### config.mk
export PLATFORM = sky130hd
export DESIGN_NAME = keypad_scan_4x4
export DESIGN_NICKNAME = d
export VERILOG_FILES = /design/src/rtl/keypad_scan_4x4_pkg.sv /design/src/rtl/keypad_scan_4x4_sync_2ff.sv /design/src/rtl/keypad_scan_4x4.sv
export SDC_FILE = /design/constraint.sdc
export NUM_CORES = 1
export LEC_CHECK = 0
export BUFFER_PORTS_ARGS = -buffer_cell sky130_fd_sc_hd__buf_2
export CAP_MARGIN = 20
export CORE_MARGIN = 2
export CORE_UTILIZATION = 40
export DETAILED_ROUTE_END_ITERATION = 8
export MAX_ROUTING_LAYER = met4
export PLACE_DENSITY = 0.67
export SKIP_LAST_GASP = 1
export SLEW_MARGIN = 20
export SYNTH_ARGS = -nofsm -noshare
export SYNTH_HDL_FRONTEND = slang
export SYNTH_SLANG_ARGS = --single-unit
### constraint.sdc
create_clock -name clk -period 9.85 [get_ports clk]
set_input_delay 0.4925 -clock clk [delete_from_list [all_inputs] [get_ports clk]]
set_output_delay 0.4925 -clock clk [all_outputs]
set_load 0.02 [all_outputs]
### src/rtl/keypad_scan_4x4_pkg.sv
// Shared types and constants for the 4x4 keypad scanner.
package keypad_scan_4x4_pkg;

  localparam int unsigned Rows = 4;
  localparam int unsigned Cols = 4;
  // Row drive value out of reset: row 0 selected (active-low).
  localparam logic [3:0] RowIdle = 4'b1110;

  typedef enum logic [1:0] {
    StIdle,
    StPress,
    StHeld,
    StRelease
  } state_e;

  // Returns {exactly_one_bit_set, index_of_that_bit}. Index is meaningless unless bit 4 is set.
  function automatic logic [4:0] decode_snapshot(input logic [15:0] snap);
    logic [4:0] n;
    logic [3:0] idx;
    n   = '0;
    idx = '0;
    for (int i = 0; i < 16; i++) begin
      if (snap[i]) begin
        n   = n + 5'd1;
        idx = 4'(i);
      end
    end
    return {(n == 5'd1), idx};
  endfunction

endpackage

### src/rtl/keypad_scan_4x4_sync_2ff.sv
// Two-flop synchronizer for the asynchronous keypad column inputs.
module keypad_scan_4x4_sync_2ff #(
  parameter int unsigned      Width    = 4,
  parameter logic [Width-1:0] ResetVal = '1
) (
  input  logic             clk_i,
  input  logic             rst_i,
  input  logic [Width-1:0] d_i,
  output logic [Width-1:0] q_o
);

  logic [Width-1:0] meta_q;
  logic [Width-1:0] sync_q;

  // Two-stage capture; first stage may go metastable.
  always_ff @(posedge clk_i or posedge rst_i) begin
    if (rst_i) begin
      meta_q <= ResetVal;
      sync_q <= ResetVal;
    end else begin
      meta_q <= d_i;
      sync_q <= meta_q;
    end
  end

  assign q_o = sync_q;

endmodule

### src/rtl/keypad_scan_4x4.sv
// 4x4 matrix keypad scanner with debounce and single-key reporting.
// Optional auto-repeat while held is enabled by defining KEYPAD_REPEAT_EN.
module keypad_scan_4x4 import keypad_scan_4x4_pkg::*; #(
  parameter int unsigned SCAN_DIV       = 27000,
  parameter int unsigned DEBOUNCE_SCANS = 20
`ifdef KEYPAD_REPEAT_EN
  ,
  parameter int unsigned REPEAT_DELAY   = 500,
  parameter int unsigned REPEAT_RATE    = 100
`endif
) (
  input  logic       clk,
  input  logic       rst,
  input  logic [3:0] col_n,
  output logic [3:0] row_n,
  output logic [3:0] key_code,
  output logic       key_valid,
  output logic       key_down
);

  localparam int unsigned DivW = (SCAN_DIV > 1) ? $clog2(SCAN_DIV) : 1;
  localparam int unsigned CntW = (DEBOUNCE_SCANS > 1) ? $clog2(DEBOUNCE_SCANS) : 1;

  logic [3:0]      col_sync;
  logic [DivW-1:0] div_q, div_d;
  logic [3:0]      row_n_q, row_n_d;
  logic [11:0]     snap_q, snap_d;
  state_e          state_q, state_d;
  logic [CntW-1:0] cnt_q, cnt_d;
  logic [3:0]      cand_q, cand_d;
  logic [3:0]      key_code_q, key_code_d;
  logic            key_valid_q, key_valid_d;
  logic            key_down_q, key_down_d;

  logic            slot_end, eval, hit, held_seen, cnt_done, accept, rep_fire;
  logic [4:0]      dec;
  logic [3:0]      idx;

  keypad_scan_4x4_sync_2ff #(
    .Width    (4),
    .ResetVal (4'b1111)
  ) u_col_sync (
    .clk_i (clk),
    .rst_i (rst),
    .d_i   (col_n),
    .q_o   (col_sync)
  );

  assign slot_end  = (32'(div_q) == SCAN_DIV - 32'd1);
  assign eval      = slot_end && (row_n_q == 4'b0111);
  // Row 3 is evaluated straight from the synchronizer, so its bits never need storing.
  assign dec       = decode_snapshot({~col_sync, snap_q});
  assign hit       = dec[4];
  assign idx       = dec[3:0];
  assign held_seen = hit && (idx == key_code_q);
  assign cnt_done  = (32'(cnt_q) + 32'd1 >= DEBOUNCE_SCANS);

  // Row slot timing, row rotation and per-row column capture.
  always_comb begin
    div_d   = div_q + 1'b1;
    row_n_d = row_n_q;
    snap_d  = snap_q;
    if (slot_end) begin
      div_d   = '0;
      row_n_d = {row_n_q[2:0], row_n_q[3]};
      case (row_n_q)
        4'b1110: snap_d[3:0]  = ~col_sync;
        4'b1101: snap_d[7:4]  = ~col_sync;
        4'b1011: snap_d[11:8] = ~col_sync;
        default: ;
      endcase
    end
  end

  // Debounce FSM, advanced once per full scan.
  always_comb begin
    state_d    = state_q;
    cnt_d      = cnt_q;
    cand_d     = cand_q;
    key_code_d = key_code_q;
    key_down_d = key_down_q;
    accept     = 1'b0;
    if (eval) begin
      case (state_q)
        StIdle: begin
          if (hit) begin
            cand_d  = idx;
            cnt_d   = CntW'(1);
            state_d = StPress;
            if (DEBOUNCE_SCANS <= 1) accept = 1'b1;
          end
        end
        StPress: begin
          if (!hit) begin
            state_d = StIdle;
            cnt_d   = '0;
          end else if (idx == cand_q) begin
            if (cnt_done) accept = 1'b1;
            else          cnt_d  = cnt_q + 1'b1;
          end else begin
            cand_d = idx;
            cnt_d  = CntW'(1);
          end
        end
        StHeld: begin
          if (held_seen) begin
            cnt_d = '0;
          end else if (DEBOUNCE_SCANS <= 1) begin
            state_d    = StIdle;
            key_down_d = 1'b0;
            cnt_d      = '0;
          end else begin
            state_d = StRelease;
            cnt_d   = CntW'(1);
          end
        end
        StRelease: begin
          if (held_seen) begin
            state_d = StHeld;
            cnt_d   = '0;
          end else if (cnt_done) begin
            state_d    = StIdle;
            key_down_d = 1'b0;
            cnt_d      = '0;
          end else begin
            cnt_d = cnt_q + 1'b1;
          end
        end
        default: state_d = StIdle;
      endcase
      if (accept) begin
        key_code_d = idx;
        key_down_d = 1'b1;
        state_d    = StHeld;
        cnt_d      = '0;
      end
    end
  end

  assign key_valid_d = accept | rep_fire;

`ifdef KEYPAD_REPEAT_EN
  localparam int unsigned RepMax = (REPEAT_DELAY > REPEAT_RATE) ? REPEAT_DELAY : REPEAT_RATE;
  localparam int unsigned RepW   = (RepMax > 1) ? $clog2(RepMax) : 1;

  logic [RepW-1:0] rep_cnt_q, rep_cnt_d;
  logic            rep_armed_q, rep_armed_d;

  // Auto-repeat: first re-issue after REPEAT_DELAY held scans, then every REPEAT_RATE.
  always_comb begin
    rep_cnt_d   = rep_cnt_q;
    rep_armed_d = rep_armed_q;
    rep_fire    = 1'b0;
    if (eval) begin
      if (state_q == StHeld && held_seen) begin
        if (!rep_armed_q && (32'(rep_cnt_q) + 32'd1 >= REPEAT_DELAY)) begin
          rep_fire    = 1'b1;
          rep_cnt_d   = '0;
          rep_armed_d = 1'b1;
        end else if (rep_armed_q && (32'(rep_cnt_q) + 32'd1 >= REPEAT_RATE)) begin
          rep_fire  = 1'b1;
          rep_cnt_d = '0;
        end else begin
          rep_cnt_d = rep_cnt_q + 1'b1;
        end
      end else if (state_d == StIdle) begin
        // A bounce through RELEASE keeps the count; only a completed release clears it.
        rep_cnt_d   = '0;
        rep_armed_d = 1'b0;
      end
    end
  end

  // Repeat counter state.
  always_ff @(posedge clk or posedge rst) begin
    if (rst) begin
      rep_cnt_q   <= '0;
      rep_armed_q <= 1'b0;
    end else begin
      rep_cnt_q   <= rep_cnt_d;
      rep_armed_q <= rep_armed_d;
    end
  end
`else
  assign rep_fire = 1'b0;
`endif

  // Scanner and FSM state registers.
  always_ff @(posedge clk or posedge rst) begin
    if (rst) begin
      div_q       <= '0;
      row_n_q     <= RowIdle;
      snap_q      <= '0;
      state_q     <= StIdle;
      cnt_q       <= '0;
      cand_q      <= '0;
      key_code_q  <= '0;
      key_valid_q <= 1'b0;
      key_down_q  <= 1'b0;
    end else begin
      div_q       <= div_d;
      row_n_q     <= row_n_d;
      snap_q      <= snap_d;
      state_q     <= state_d;
      cnt_q       <= cnt_d;
      cand_q      <= cand_d;
      key_code_q  <= key_code_d;
      key_valid_q <= key_valid_d;
      key_down_q  <= key_down_d;
    end
  end

  assign row_n     = row_n_q;
  assign key_code  = key_code_q;
  assign key_valid = key_valid_q;
  assign key_down  = key_down_q;

endmodule

==> flow_metrics.env <==
export IMPL_wl_mm=9.88
export IMPL_crit_path_end_kind="flop"
export IMPL_grt_pass1_wl_mm=16.5
export IMPL_wl_per_cell_um=15.1
export IMPL_grt_pass1_vias=3617
export IMPL_setup_viol=0
export IMPL_grt_max_degree=57
export IMPL_path_class="flop to flop"
export IMPL_finalCritPeriodShare_pct=95.5
export IMPL_cp_required_ns=10.04
export IMPL_ys_flop_type="dfrtp_1"
export IMPL_cts_max_level=2
export IMPL_cts_tree="yes"
export IMPL_clkTransAtPathRegs_ns=0.08
export IMPL_crit_arrival_ns=9.59
export IMPL_area_delta_synth_final_pct=14.5
export IMPL_netlist_area_um2=4560
export IMPL_io_pins=16
export IMPL_period_needed_ns=9.40
export IMPL_setup_tns_ns=0
export IMPL_clock_latency_ns=0.30
export IMPL_yosysTopAreaCell="dfrtp_1"
export IMPL_worstPathMaxFanout=7
export IMPL_dieArea_um2=12300
export IMPL_syn_area_per_cell_um2=9.21
export IMPL_cp_slowest_cell="or4_4"
export IMPL_fin_ws_ns=0.446
export IMPL_num_rows=38
export IMPL_synth_edff_count=0
export IMPL_status="finished, final reports clean"
export IMPL_max_cap_viol_count=0
export IMPL_hold_class="input pin to flop"
export IMPL_slew_violations=0
export IMPL_vias=3653
export IMPL_hold_violations=0
export IMPL_viasPerCell=5.59
export IMPL_yosys_register_bits=56
export IMPL_final_cells=653
export IMPL_finalWeightedCongestion=0.855
export IMPL_drt_iter0_drc=184
export IMPL_min_path_cells=1
export IMPL_powerDensity_nw_per_um2=86.8
export IMPL_min_from="col_n[0]"
export IMPL_skew_ns=0.00493
export IMPL_start_util_pct=41.5
export IMPL_diodes=0
export IMPL_place_area_um2=4780
export IMPL_min_to="u_col_sync.meta_q[0]"
export IMPL_ctsHoldBuffers=0
export IMPL_antenna_left=0
export IMPL_place_inst=637
export IMPL_clock_sinks=56
export IMPL_die_w_um=111
export IMPL_fillers=1000
export IMPL_slowest_delay_ns=0.59
export IMPL_synth_distinct_cells=74
export IMPL_async_reset_ff_share_pct=100
export IMPL_syn_nets=519
export IMPL_antenna_found_initial=0
export IMPL_core_area_um2=11000
export IMPL_fin_area_um2=5220
export IMPL_worst_pin_slew_ns=1.02
export IMPL_firstDrtPassIters=4
export IMPL_yosysSeqAreaShare_pct=31.0
export IMPL_numPortBuffers=15
export IMPL_yosysTopAreaCellShare_pct=24.7
export IMPL_timing_rr_start="snap_q[1]"
export IMPL_cellLeakagePower_nw=2.24
export IMPL_slew_headroom_pct=31.0
export IMPL_drc=0
export IMPL_ff2ff_path_depth=52
export IMPL_cts_buffers_inserted=5
export IMPL_synth_commonest_cells="nand2_1, dfrtp_1, nor2_1, o21ai_0, xnor2_1"
export IMPL_place_hpwl_mm=7.11
export IMPL_crit_path_start_kind="flop"
export IMPL_grt_total_usage_pct=16.2
export IMPL_synth_top_cells_by_area="dfrtp_1, dfstp_2, ha_1, xnor2_1, xor2_1"
export IMPL_r2r_end="key_code[0]"
export IMPL_grt_ovfl_total=0
export IMPL_chipHeight_um=111
export IMPL_yosysMostFrequentCell="nand2_1"
export IMPL_vdd_drop_max_mv=0.0951
export IMPL_drive_gt1_share_pct=24.8
export IMPL_clockBufferDepth=2
export IMPL_cts_root_buffer_cell="clkbuf_16"
export IMPL_max_freq_mhz=106
export IMPL_synthCells=495
export IMPL_yosysWarnings=0
export IMPL_nNetsFinal=536
export IMPL_rrSetupSlack_ns=0.45
export IMPL_place_ws_ns=-0.166
[worst max-delay path: cells and delay by family (launching register included)]
kind	cells	cell delay (ns)
fa+ha+maj	14	3.72
simple gates	20	2.38
compound gates	10	1.40
mux	3	0.86
flops	1	0.40
xor+xnor	2	0.32
buf+inv	3	0.21
[final cells by class]
cell class / count / area (µm²) / share of cell area [%]
Multi-Input combinational cell: 395 / 3190 / 61.2
Inverter: 24 / 92.6 / 1.77
Clock inverter: 3 / 27.5 / 0.528
Timing Repair Buffer: 30 / 188 / 3.60
Tap cell: 140 / 175 / 3.36
Clock buffer: 5 / 125 / 2.40
Sequential cell: 56 / 1420 / 27.1
[registers in the layout, summed over array words and instances, names as in the netlist, 2 cells and up]
signal and flops:
div_q 15, state_q 2, row_n 4, cand_q 4, cnt_q 5, u_col_sync.meta_q 4
snap_q 12, key_code 4, u_col_sync.q_o 4
[where the power goes]
| group | switching, W | internal [W] |
|---|---|---|
| logic | 0.0000170 | 0.0000118 |
| registers | 0.00000373 | 0.000233 |
| clock network | 0.0000908 | 0.0000968 |
[per-stage QoR]
| step | hold WS [ns] | utilization [%] | total power, W |
|---|---|---|---|
| final | 0.289 | 47.5 | 0.000453 |
| after global routing | 0.286 | 47.5 | 0.000469 |
| after CTS | 0.285 | 45.1 | 0.000455 |
| after detailed placement | 0.349 | 43.5 | 0.000267 |
| after global placement | 0.345 | 43.5 | 0.000265 |
| after floorplan | 0.345 | - | 0.000258 |
[metal layers]
layer / wire [µm] / track usage, %
met5: 0 / -
met3: 228 / 1.97
met1: 4540 / 19.9
met2: 4970 / 28.8
met4: 144 / 3.50
[cell usage in the layout, fill, tap and decap left out, types with 6 or more instances in the layout]
master	Yosys	layout
a21o_1	6	6
a21oi_1	14	13
buf_2	3	15
buf_4	1	15
dfrtp_1	45	44
dfstp_2	11	11
ha_1	18	11
ha_4	0	6
inv_1	22	19
mux2_2	11	10
mux2i_1	6	6
nand2_1	48	41
nand2_2	0	7
nand2b_1	11	7
nand3_1	22	22
nand4_1	7	7
nand4b_1	8	8
nor2_1	39	37
nor2b_1	6	6
nor3_1	14	14
o211ai_1	6	6
o21ai_0	31	29
xnor2_1	24	23
xnor3_1	6	6
xor2_1	22	21
[how the worst max path moves through the flow]
stage,startpoint,endpoint,slack (ns),depth (start not counted)
floorplan,snap_q[0],key_code[0],0.02,52
global placement,snap_q[0],state_q[0],0.15,51
detailed placement,snap_q[1],key_code[1],-0.17,52
CTS,snap_q[0],cand_q[1],0.03,53
global route,snap_q[1],key_code[0],-0.05,52
finish,snap_q[1],key_code[0],0.45,52
[kinds of logic (layout without fill, tap and decap cells)]
kind of cell / count (synthesis) / count (layout) / share of synthesized area, %
AND/OR/NAND/NOR: 187 / 187 / 20.9
AO/OA/AOI/OAI: 105 / 105 / 16.1
XOR/XNOR: 64 / 64 / 17.5
flip-flops: 56 / 56 / 31.0
buffers and inverters: 44 / 62 / 4.17
multiplexers: 21 / 21 / 5.35
adder cells (fa/ha/maj): 18 / 18 / 4.94
[what timing repair did]
action | in CTS | in global routing
setup endpoints to repair | 13 | 17
pin swaps | 1 | 19
gates resized for setup | 6 | 38
buffers inserted | 1 | 7
No activity file was read; power rests on OpenSTA's default activity.
